$ cat src/rtl/traceback_unit_pkg.sv
// Shared widths, FSM state type and address helper for the survivor-memory
// traceback reader.
package traceback_unit_pkg;

    // Trellis geometry: 256 states (K=9), 64 stages resident in the RAM.
    localparam int WD_STATE       = 8;
    localparam int WD_STAGE       = 6;
    // One RAM word holds the survivor bits of 8 neighbouring states, so the
    // low three state bits select a bit inside the word, not a word.
    localparam int WD_RAM_DATA    = 8;
    localparam int WD_SEL         = $clog2(WD_RAM_DATA);
    localparam int WD_RAM_ADDRESS = WD_STAGE + WD_STATE - WD_SEL;

    // Stages walked per run; only the oldest DECODE_LEN of them are emitted.
    // DECODE_LEN must equal WD_RAM_DATA so a run yields exactly one byte.
    localparam int TB_LENGTH      = 64;
    localparam int DECODE_LEN     = 8;
    localparam int WD_COUNT       = $clog2(TB_LENGTH);

    typedef enum logic [1:0] {
        ST_IDLE,
        ST_ISSUE,
        ST_UPDATE
    } tbState_t;

    // RAM word address for a given stage/state pair: {stage, state[7:3]}.
    function automatic logic [WD_RAM_ADDRESS-1:0] makeAddress(
        input logic [WD_STAGE-1:0] stage,
        input logic [WD_STATE-1:0] state
    );
        return {stage, state[WD_STATE-1:WD_SEL]};
    endfunction

endpackage

$ cat src/rtl/traceback_unit_survivor_bit_select.sv
// Picks the survivor bit of one state out of an 8-state RAM word.
module survivor_bit_select
    import traceback_unit_pkg::*;
(
    input  logic [WD_RAM_DATA-1:0] i_data,
    input  logic [WD_SEL-1:0]      i_select,
    output logic                   o_bit
);

    // Plain 8:1 mux indexed by the low state bits.
    always_comb begin
        o_bit = i_data[i_select];
    end

endmodule

$ cat src/rtl/traceback_unit.sv
// Traceback reader: walks the trellis backwards through the survivor RAM,
// one stage per two clocks (address issue, then data update), and emits the
// oldest decoded bits of each run as one chronologically ordered byte.
module traceback_unit
    import traceback_unit_pkg::*;
(
    input  logic                      Clock,
    input  logic                      Reset,
    input  logic                      Start,
    input  logic [WD_STAGE-1:0]       StartStage,
    input  logic [WD_STATE-1:0]       StartState,
    output logic                      RAMEnable,
    output logic                      RWSelect,
    output logic [WD_RAM_ADDRESS-1:0] AddressRAM,
    input  logic [WD_RAM_DATA-1:0]    DataRAM,
    output logic                      Busy,
    output logic [DECODE_LEN-1:0]     DecodedByte,
    output logic                      DecodedValid
);

    localparam logic [WD_COUNT-1:0] DECODE_START = WD_COUNT'(TB_LENGTH - DECODE_LEN);
    localparam logic [WD_COUNT-1:0] LAST_STEP    = WD_COUNT'(TB_LENGTH - 1);

    tbState_t                  r_state;
    logic [WD_STAGE-1:0]       r_curStage;
    logic [WD_STATE-1:0]       r_curState;
    logic [WD_COUNT-1:0]       r_count;
    logic [DECODE_LEN-1:0]     r_shreg;
    logic                      r_ramEnable;
    logic [WD_RAM_ADDRESS-1:0] r_address;
    logic                      r_busy;
    logic [DECODE_LEN-1:0]     r_decodedByte;
    logic                      r_decodedValid;

    logic                      w_survivor;
    logic                      w_decodedBit;
    logic [WD_STATE-1:0]       w_nextState;
    logic [WD_STAGE-1:0]       w_prevStage;
    logic [DECODE_LEN-1:0]     w_nextShreg;

    survivor_bit_select u_bitSelect (
        .i_data   (DataRAM),
        .i_select (r_curState[WD_SEL-1:0]),
        .o_bit    (w_survivor)
    );

    // One backward step: the decoded bit is the state's MSB, the predecessor
    // state shifts the survivor bit in at the bottom, and the stage index
    // wraps modulo the RAM depth.
    always_comb begin
        w_decodedBit = r_curState[WD_STATE-1];
        w_nextState  = {r_curState[WD_STATE-2:0], w_survivor};
        w_prevStage  = r_curStage - WD_STAGE'(1);
        w_nextShreg  = {r_shreg[DECODE_LEN-2:0], w_decodedBit};
    end

    // Control FSM with registered RAM-port and result outputs; the next RAM
    // address is computed during UPDATE so it is on the port in ISSUE.
    always_ff @(posedge Clock) begin
        if (Reset) begin
            r_state        <= ST_IDLE;
            r_curStage     <= '0;
            r_curState     <= '0;
            r_count        <= '0;
            r_shreg        <= '0;
            r_ramEnable    <= 1'b1;
            r_address      <= '0;
            r_busy         <= 1'b0;
            r_decodedByte  <= '0;
            r_decodedValid <= 1'b0;
        end else begin
            r_decodedValid <= 1'b0;
            unique case (r_state)
                ST_IDLE: begin
                    if (Start) begin
                        r_curStage  <= StartStage;
                        r_curState  <= StartState;
                        r_count     <= '0;
                        r_shreg     <= '0;
                        r_address   <= makeAddress(StartStage, StartState);
                        r_ramEnable <= 1'b0;
                        r_busy      <= 1'b1;
                        r_state     <= ST_ISSUE;
                    end
                end
                ST_ISSUE: begin
                    r_state <= ST_UPDATE;
                end
                ST_UPDATE: begin
                    r_curState <= w_nextState;
                    r_curStage <= w_prevStage;
                    if (r_count >= DECODE_START) begin
                        r_shreg <= w_nextShreg;
                    end
                    if (r_count == LAST_STEP) begin
                        r_decodedByte  <= w_nextShreg;
                        r_decodedValid <= 1'b1;
                        r_busy         <= 1'b0;
                        r_ramEnable    <= 1'b1;
                        r_state        <= ST_IDLE;
                    end else begin
                        r_count   <= r_count + WD_COUNT'(1);
                        r_address <= makeAddress(w_prevStage, w_nextState);
                        r_state   <= ST_ISSUE;
                    end
                end
                default: begin
                    r_state     <= ST_IDLE;
                    r_ramEnable <= 1'b1;
                    r_busy      <= 1'b0;
                end
            endcase
        end
    end

    assign RAMEnable    = r_ramEnable;
    assign RWSelect     = 1'b1;
    assign AddressRAM   = r_address;
    assign Busy         = r_busy;
    assign DecodedByte  = r_decodedByte;
    assign DecodedValid = r_decodedValid;

endmodule

$ cat config.mk
export PLATFORM = sky130hd
export DESIGN_NAME = traceback_unit
export DESIGN_NICKNAME = d
export VERILOG_FILES = /design/src/rtl/traceback_unit_pkg.sv /design/src/rtl/traceback_unit_survivor_bit_select.sv /design/src/rtl/traceback_unit.sv
export SDC_FILE = /design/constraint.sdc
export NUM_CORES = 1
export LEC_CHECK = 0
export ABC_AREA = 1
export BUFFER_PORTS_ARGS = -buffer_cell sky130_fd_sc_hd__buf_4
export CAP_MARGIN = 40
export CORE_MARGIN = 5
export CORE_UTILIZATION = 35
export CTS_BUF_LIST = sky130_fd_sc_hd__clkbuf_8
export DETAILED_ROUTE_END_ITERATION = 16
export MAX_ROUTING_LAYER = met4
export SLEW_MARGIN = 30
export SYNTH_ARGS = -nofsm -noshare
export SYNTH_HDL_FRONTEND = slang
export SYNTH_SLANG_ARGS = --single-unit
export TNS_END_PERCENT = 30
$ cat constraint.sdc
create_clock -name Clock -period 2.7 [get_ports Clock]
set_input_delay 0.405 -clock Clock [delete_from_list [all_inputs] [get_ports Clock]]
set_output_delay 0.405 -clock Clock [all_outputs]
set_load 0.03 [all_outputs]
==> impl_results.html <==
<table>
<tr><th>Metric</th><th>Value</th></tr>
<tr><th colspan="2">Pwr</th></tr>
<tr><td>Leakage</td><td>1.21 nW</td></tr>
<tr><td>Maximum ir drop on the vdd rail</td><td>roughly 0.0003 V</td></tr>
<tr><td>Pwr/cell area</td><td>around 580 nW/um^2</td></tr>
<tr><th colspan="2">Critical path</th></tr>
<tr><td>Maximum single-stage delay on the critical path</td><td>370 ps</td></tr>
<tr><td>Kind of start point of the critical path</td><td>register</td></tr>
<tr><td>Max stage delay cell, worst path</td><td>sky130_fd_sc_hd__inv_2</td></tr>
<tr><td>Arrival time worst endpoint</td><td>between 2000 and 2500 ps</td></tr>
<tr><td>Highest net fanout along the worst path</td><td>23</td></tr>
<tr><td>CP Capture Type</td><td>register</td></tr>
<tr><td>Worst path buffer plus inverter count</td><td>2</td></tr>
<tr><td>WS Path Type</td><td>register to register</td></tr>
<tr><td>Crit path required time</td><td>2940 ps</td></tr>
<tr><td>Cell family with the largest share of critical-path delay</td><td>simple AND/OR/NAND/NOR gates</td></tr>
<tr><td>Cells along the critical path</td><td>inv_1 &gt; nand2_2 &gt; inv_2 &gt; nand3_2 &gt; nand2_4 &gt; nor2_1 &gt; nand2_1 &gt; nand2_1 &gt; nor2_1</td></tr>
<tr><th colspan="2">Finish</th></tr>
<tr><td>Commonest non-fill, non-tap cell in the layout</td><td>sky130_fd_sc_hd__nand2_1</td></tr>
<tr><td>Number of diodes</td><td>0</td></tr>
<tr><td>Layout Area Growth over Synthesis</td><td>18.3%</td></tr>
<tr><td>Most frequent cells in the layout</td><td>sky130_fd_sc_hd__nand2_1 (78), sky130_fd_sc_hd__dfxtp_1 (51), sky130_fd_sc_hd__buf_4 (47), sky130_fd_sc_hd__nor2_1 (35), sky130_fd_sc_hd__a21oi_1 (35)</td></tr>
<tr><td>Layout fillers</td><td>between 600 and 700</td></tr>
<tr><td>Multi-input gate area</td><td>roughly 1100 sq um</td></tr>
<tr><td>Register cell area after layout</td><td>1020 sq um</td></tr>
<tr><td>Nets</td><td>389</td></tr>
<tr><td>Share of cells above drive strength 1</td><td>0.180</td></tr>
<tr><th colspan="2">Clock network</th></tr>
<tr><td>Total number of clock tree sinks</td><td>51</td></tr>
<tr><td>Root buffer selected by CTS</td><td>sky130_fd_sc_hd__clkbuf_8</td></tr>
<tr><td>Clock tree from TritonCTS</td><td>done</td></tr>
<tr><td>Count of cells resized by post-cts repair</td><td>0</td></tr>
<tr><td>Clock-pin transition on the worst setup and hold timing paths</td><td>100 ps</td></tr>
<tr><td>Skew-Pair Late Insertion Delay</td><td>310 ps</td></tr>
<tr><td>Number of buffers inserted by post-CTS setup repair</td><td>0</td></tr>
<tr><td># hold bufs at CTS</td><td>0</td></tr>
<tr><td>Maximum clock insertion buffer count</td><td>2</td></tr>
<tr><td>Deepest level of the CTS H-tree</td><td>2</td></tr>
<tr><td>TritonCTS Buffers</td><td>5</td></tr>
<tr><th colspan="2">Logic synthesis</th></tr>
<tr><td>Compound-cell area share of the yosys netlist</td><td>0.171</td></tr>
<tr><td>Asr flop ratio synth</td><td>0</td></tr>
<tr><td>Distinct cells, synth</td><td>29</td></tr>
<tr><td>Number of register bits inferred by synthesis</td><td>51</td></tr>
<tr><td>Most frequently used flop master after synthesis</td><td>sky130_fd_sc_hd__dfxtp_1</td></tr>
<tr><td>Fraction of post-synthesis cell area in the top cell type by area</td><td>0.441</td></tr>
<tr><td>Synthesized instance count</td><td>322</td></tr>
<tr><td>Fraction of the mapped netlist area in adder cells</td><td>0.0162</td></tr>
<tr><td>Count of synthesis-stage warnings from yosys</td><td>0</td></tr>
<tr><td>Multiplexer area fraction after synthesis</td><td>0</td></tr>
<tr><td>Xor and xnor fraction of the mapped netlist area</td><td>0.00378</td></tr>
<tr><td>Leading area contributor after synthesis</td><td>sky130_fd_sc_hd__dfxtp_1</td></tr>
<tr><td>Syn Area/Cell</td><td>slightly above 7 sq um</td></tr>
<tr><td>Number of synthesized flops with an enable pin</td><td>0</td></tr>
<tr><td>Syn Nets</td><td>350</td></tr>
<tr><td>Largest family of logic cells by synthesized area</td><td>simple AND/OR/NAND/NOR gates</td></tr>
<tr><td>Simple-gate share of the synthesized area</td><td>0.267</td></tr>
<tr><td>Cell area after synthesis</td><td>2310 sq um</td></tr>
<tr><td>Sequential share of the synthesized area</td><td>0.441</td></tr>
<tr><td>Top area cells in the synthesized netlist</td><td>sky130_fd_sc_hd__dfxtp_1 (44%), sky130_fd_sc_hd__nand2_1 (13%), sky130_fd_sc_hd__a21oi_1 (7.6%)</td></tr>
<tr><th colspan="2">Die</th></tr>
<tr><td>Chip Height</td><td>91.3 um</td></tr>
<tr><td>Die ar.</td><td>~8300 sq um</td></tr>
<tr><td>Effective utilization at floorplan</td><td>0.362</td></tr>
<tr><td>Top-Level Pins</td><td>48</td></tr>
<tr><td>Area of the core</td><td>roughly 6400 sq um</td></tr>
<tr><td>Die Wd</td><td>91.3 um</td></tr>
<tr><td>Number of standard-cell rows in the floorplan</td><td>29</td></tr>
<tr><th colspan="2">Placement</th></tr>
<tr><td>Buffers added on ports</td><td>46</td></tr>
<tr><td>Final weighted congestion in routability-driven placement</td><td>between 0.8 and 0.9</td></tr>
<tr><td>Placed wire-length estimate after detailed placement</td><td>3770 um</td></tr>
<tr><th colspan="2">Global routing</th></tr>
<tr><td>Via count of the first global-routing pass</td><td>1930</td></tr>
<tr><td>Total congestion overflow after global routing</td><td>0</td></tr>
<tr><td>Initial antenna violation count</td><td>0</td></tr>
<tr><td>Pin count of the biggest net entering global routing</td><td>27</td></tr>
<tr><td>Global-route wire length before repair</td><td>8980 um</td></tr>
<tr><td>GRT Resource Usage Total</td><td>0.133</td></tr>
<tr><th colspan="2">Detailed routing</th></tr>
<tr><td>First-iteration detailed-routing DRC count</td><td>91</td></tr>
<tr><td>Detail-routed net length per standard cell</td><td>12.3 um</td></tr>
<tr><td>DRT Pass-1 Iters</td><td>4</td></tr>
<tr><td>Detailed-route via count</td><td>roughly 2100</td></tr>
<tr><td>Mean number of vias per cell</td><td>4.78</td></tr>
<tr><td>Total wire length</td><td>5400 um</td></tr>
<tr><td>Number of remaining DRC errors</td><td>0</td></tr>
<tr><td>Remaining antenna violation count after routing</td><td>0</td></tr>
<tr><th colspan="2">Flow run</th></tr>
<tr><td>Maximum Capacitance Violations</td><td>0</td></tr>
<tr><th colspan="2">Timing</th></tr>
<tr><td>Achievable Freq</td><td>550 MHz</td></tr>
<tr><td>Final worst path period share</td><td>0.674</td></tr>
<tr><td>Post-route clock skew</td><td>between 10 and 15 ps</td></tr>
<tr><td>Final count of hold timing violations</td><td>0</td></tr>
<tr><td>Setup TNS</td><td>0 ps</td></tr>
<tr><td>Relative slew slack</td><td>0.509</td></tr>
<tr><td>Setup violation total in the final timing report</td><td>0</td></tr>
<tr><td>Transition time at the pin with the least slew margin</td><td>roughly 740 ps</td></tr>
<tr><td>Fin Hold WS</td><td>just over 400 ps</td></tr>
<tr><td>Number of max-slew violations in the final report</td><td>0</td></tr>
<tr><td>Fin crit period</td><td>1820 ps</td></tr>
<tr><td>Unrepaired setup endpoints after global routing</td><td>false</td></tr>
<tr><th colspan="2">Status</th></tr>
<tr><td>Result of the run</td><td>finished, final reports clean</td></tr>
<tr><th colspan="2">Worst hold path</th></tr>
<tr><td>Hold crit path type</td><td>input pin to register</td></tr>
</table>
-- state kept, by name, summed over array words and instances, names as in the netlist --
name          flops
AddressRAM       11
DecodedByte       8
r_curState        8
r_shreg           7
r_count           6
r_curStage        6
r_state           2
Busy              1
DecodedValid      1
RAMEnable         1
-- cell type report --
class	count	share of cell area
multi-input combinational	224	0.388
clock buffer	5	0.0251
inverter	32	0.0443
timing repair buffer	47	0.129
tap	77	0.0352
sequential	51	0.373
clock inverter	2	0.00503
-- worst paths after layout --
path	start	endpoint	slack [ps]	depth (start not counted)
max	r_state[0]$_SDFFE_PP0P_	r_count[3]$_SDFFE_PP0P_	880	9
min	StartState[0]	r_curState[0]$_SDFFE_PP0P_	410	5
max reg2reg	r_state[0]$_SDFFE_PP0P_	r_count[3]$_SDFFE_PP0P_	880	9
min reg2reg	r_curState[4]$_SDFFE_PP0P_	r_curState[4]$_SDFFE_PP0P_	460	2
-- worst min-delay path: stages --
cell	delay [ps]
sky130_fd_sc_hd__buf_4	80
sky130_fd_sc_hd__nand2_1	40
sky130_fd_sc_hd__nand4_1	80
sky130_fd_sc_hd__nand2_1	50
sky130_fd_sc_hd__inv_1	40
-- routing by layer --
metal / global-route usage / share of wire
met1: 0.162 / 0.50
met2: 0.219 / 0.44
met3: 0.0331 / 0.047
met4: 0.0330 / 0.011
met5: - / 0
-- logic make-up (layout without fill, tap and decap cells) --
family / count (synthesis) / after routing
AND/OR/NAND/NOR: 145 / 145
flip-flops: 51 / 51
XOR/XNOR: 1 / 1
buffers and inverters: 47 / 86
adder cells (fa/ha/maj): 3 / 3
other: 1 / 1
AO/OA/AOI/OAI: 74 / 74
-- synthesized netlist by cell type (2+ instances only) --
cell type / n
sky130_fd_sc_hd__nand3_1: 18
sky130_fd_sc_hd__ha_1: 3
sky130_fd_sc_hd__buf_4: 2
sky130_fd_sc_hd__nand2_4: 2
sky130_fd_sc_hd__inv_1: 30
sky130_fd_sc_hd__nor2_1: 35
sky130_fd_sc_hd__o21ai_0: 31
sky130_fd_sc_hd__nand3_2: 2
sky130_fd_sc_hd__nand2_2: 2
sky130_fd_sc_hd__nand4_1: 6
sky130_fd_sc_hd__nand2_1: 78
sky130_fd_sc_hd__o21ai_1: 3
sky130_fd_sc_hd__buf_6: 5
sky130_fd_sc_hd__dfxtp_1: 51
sky130_fd_sc_hd__buf_2: 6
sky130_fd_sc_hd__a21oi_1: 35
-- per-stage QoR --
step,instance area [sq um],worst slack (ps),cells,total power [mW],util
after floorplan,2310,1320,322,1.09,-
after global placement,2660,933,431,1.18,0.416
after detailed placement,2660,864,431,1.18,0.416
after CTS,2740,855,438,1.61,0.429
after global routing,2740,667,438,1.69,0.429
final,2740,881,438,1.60,0.429
-- power by group --
part,switching [mW],internal [mW],total (mW)
sequential,0.0336,0.808,0.842
combinational,0.200,0.118,0.318
clock,0.259,0.178,0.437
No activity file was read; power rests on OpenSTA's default activity.
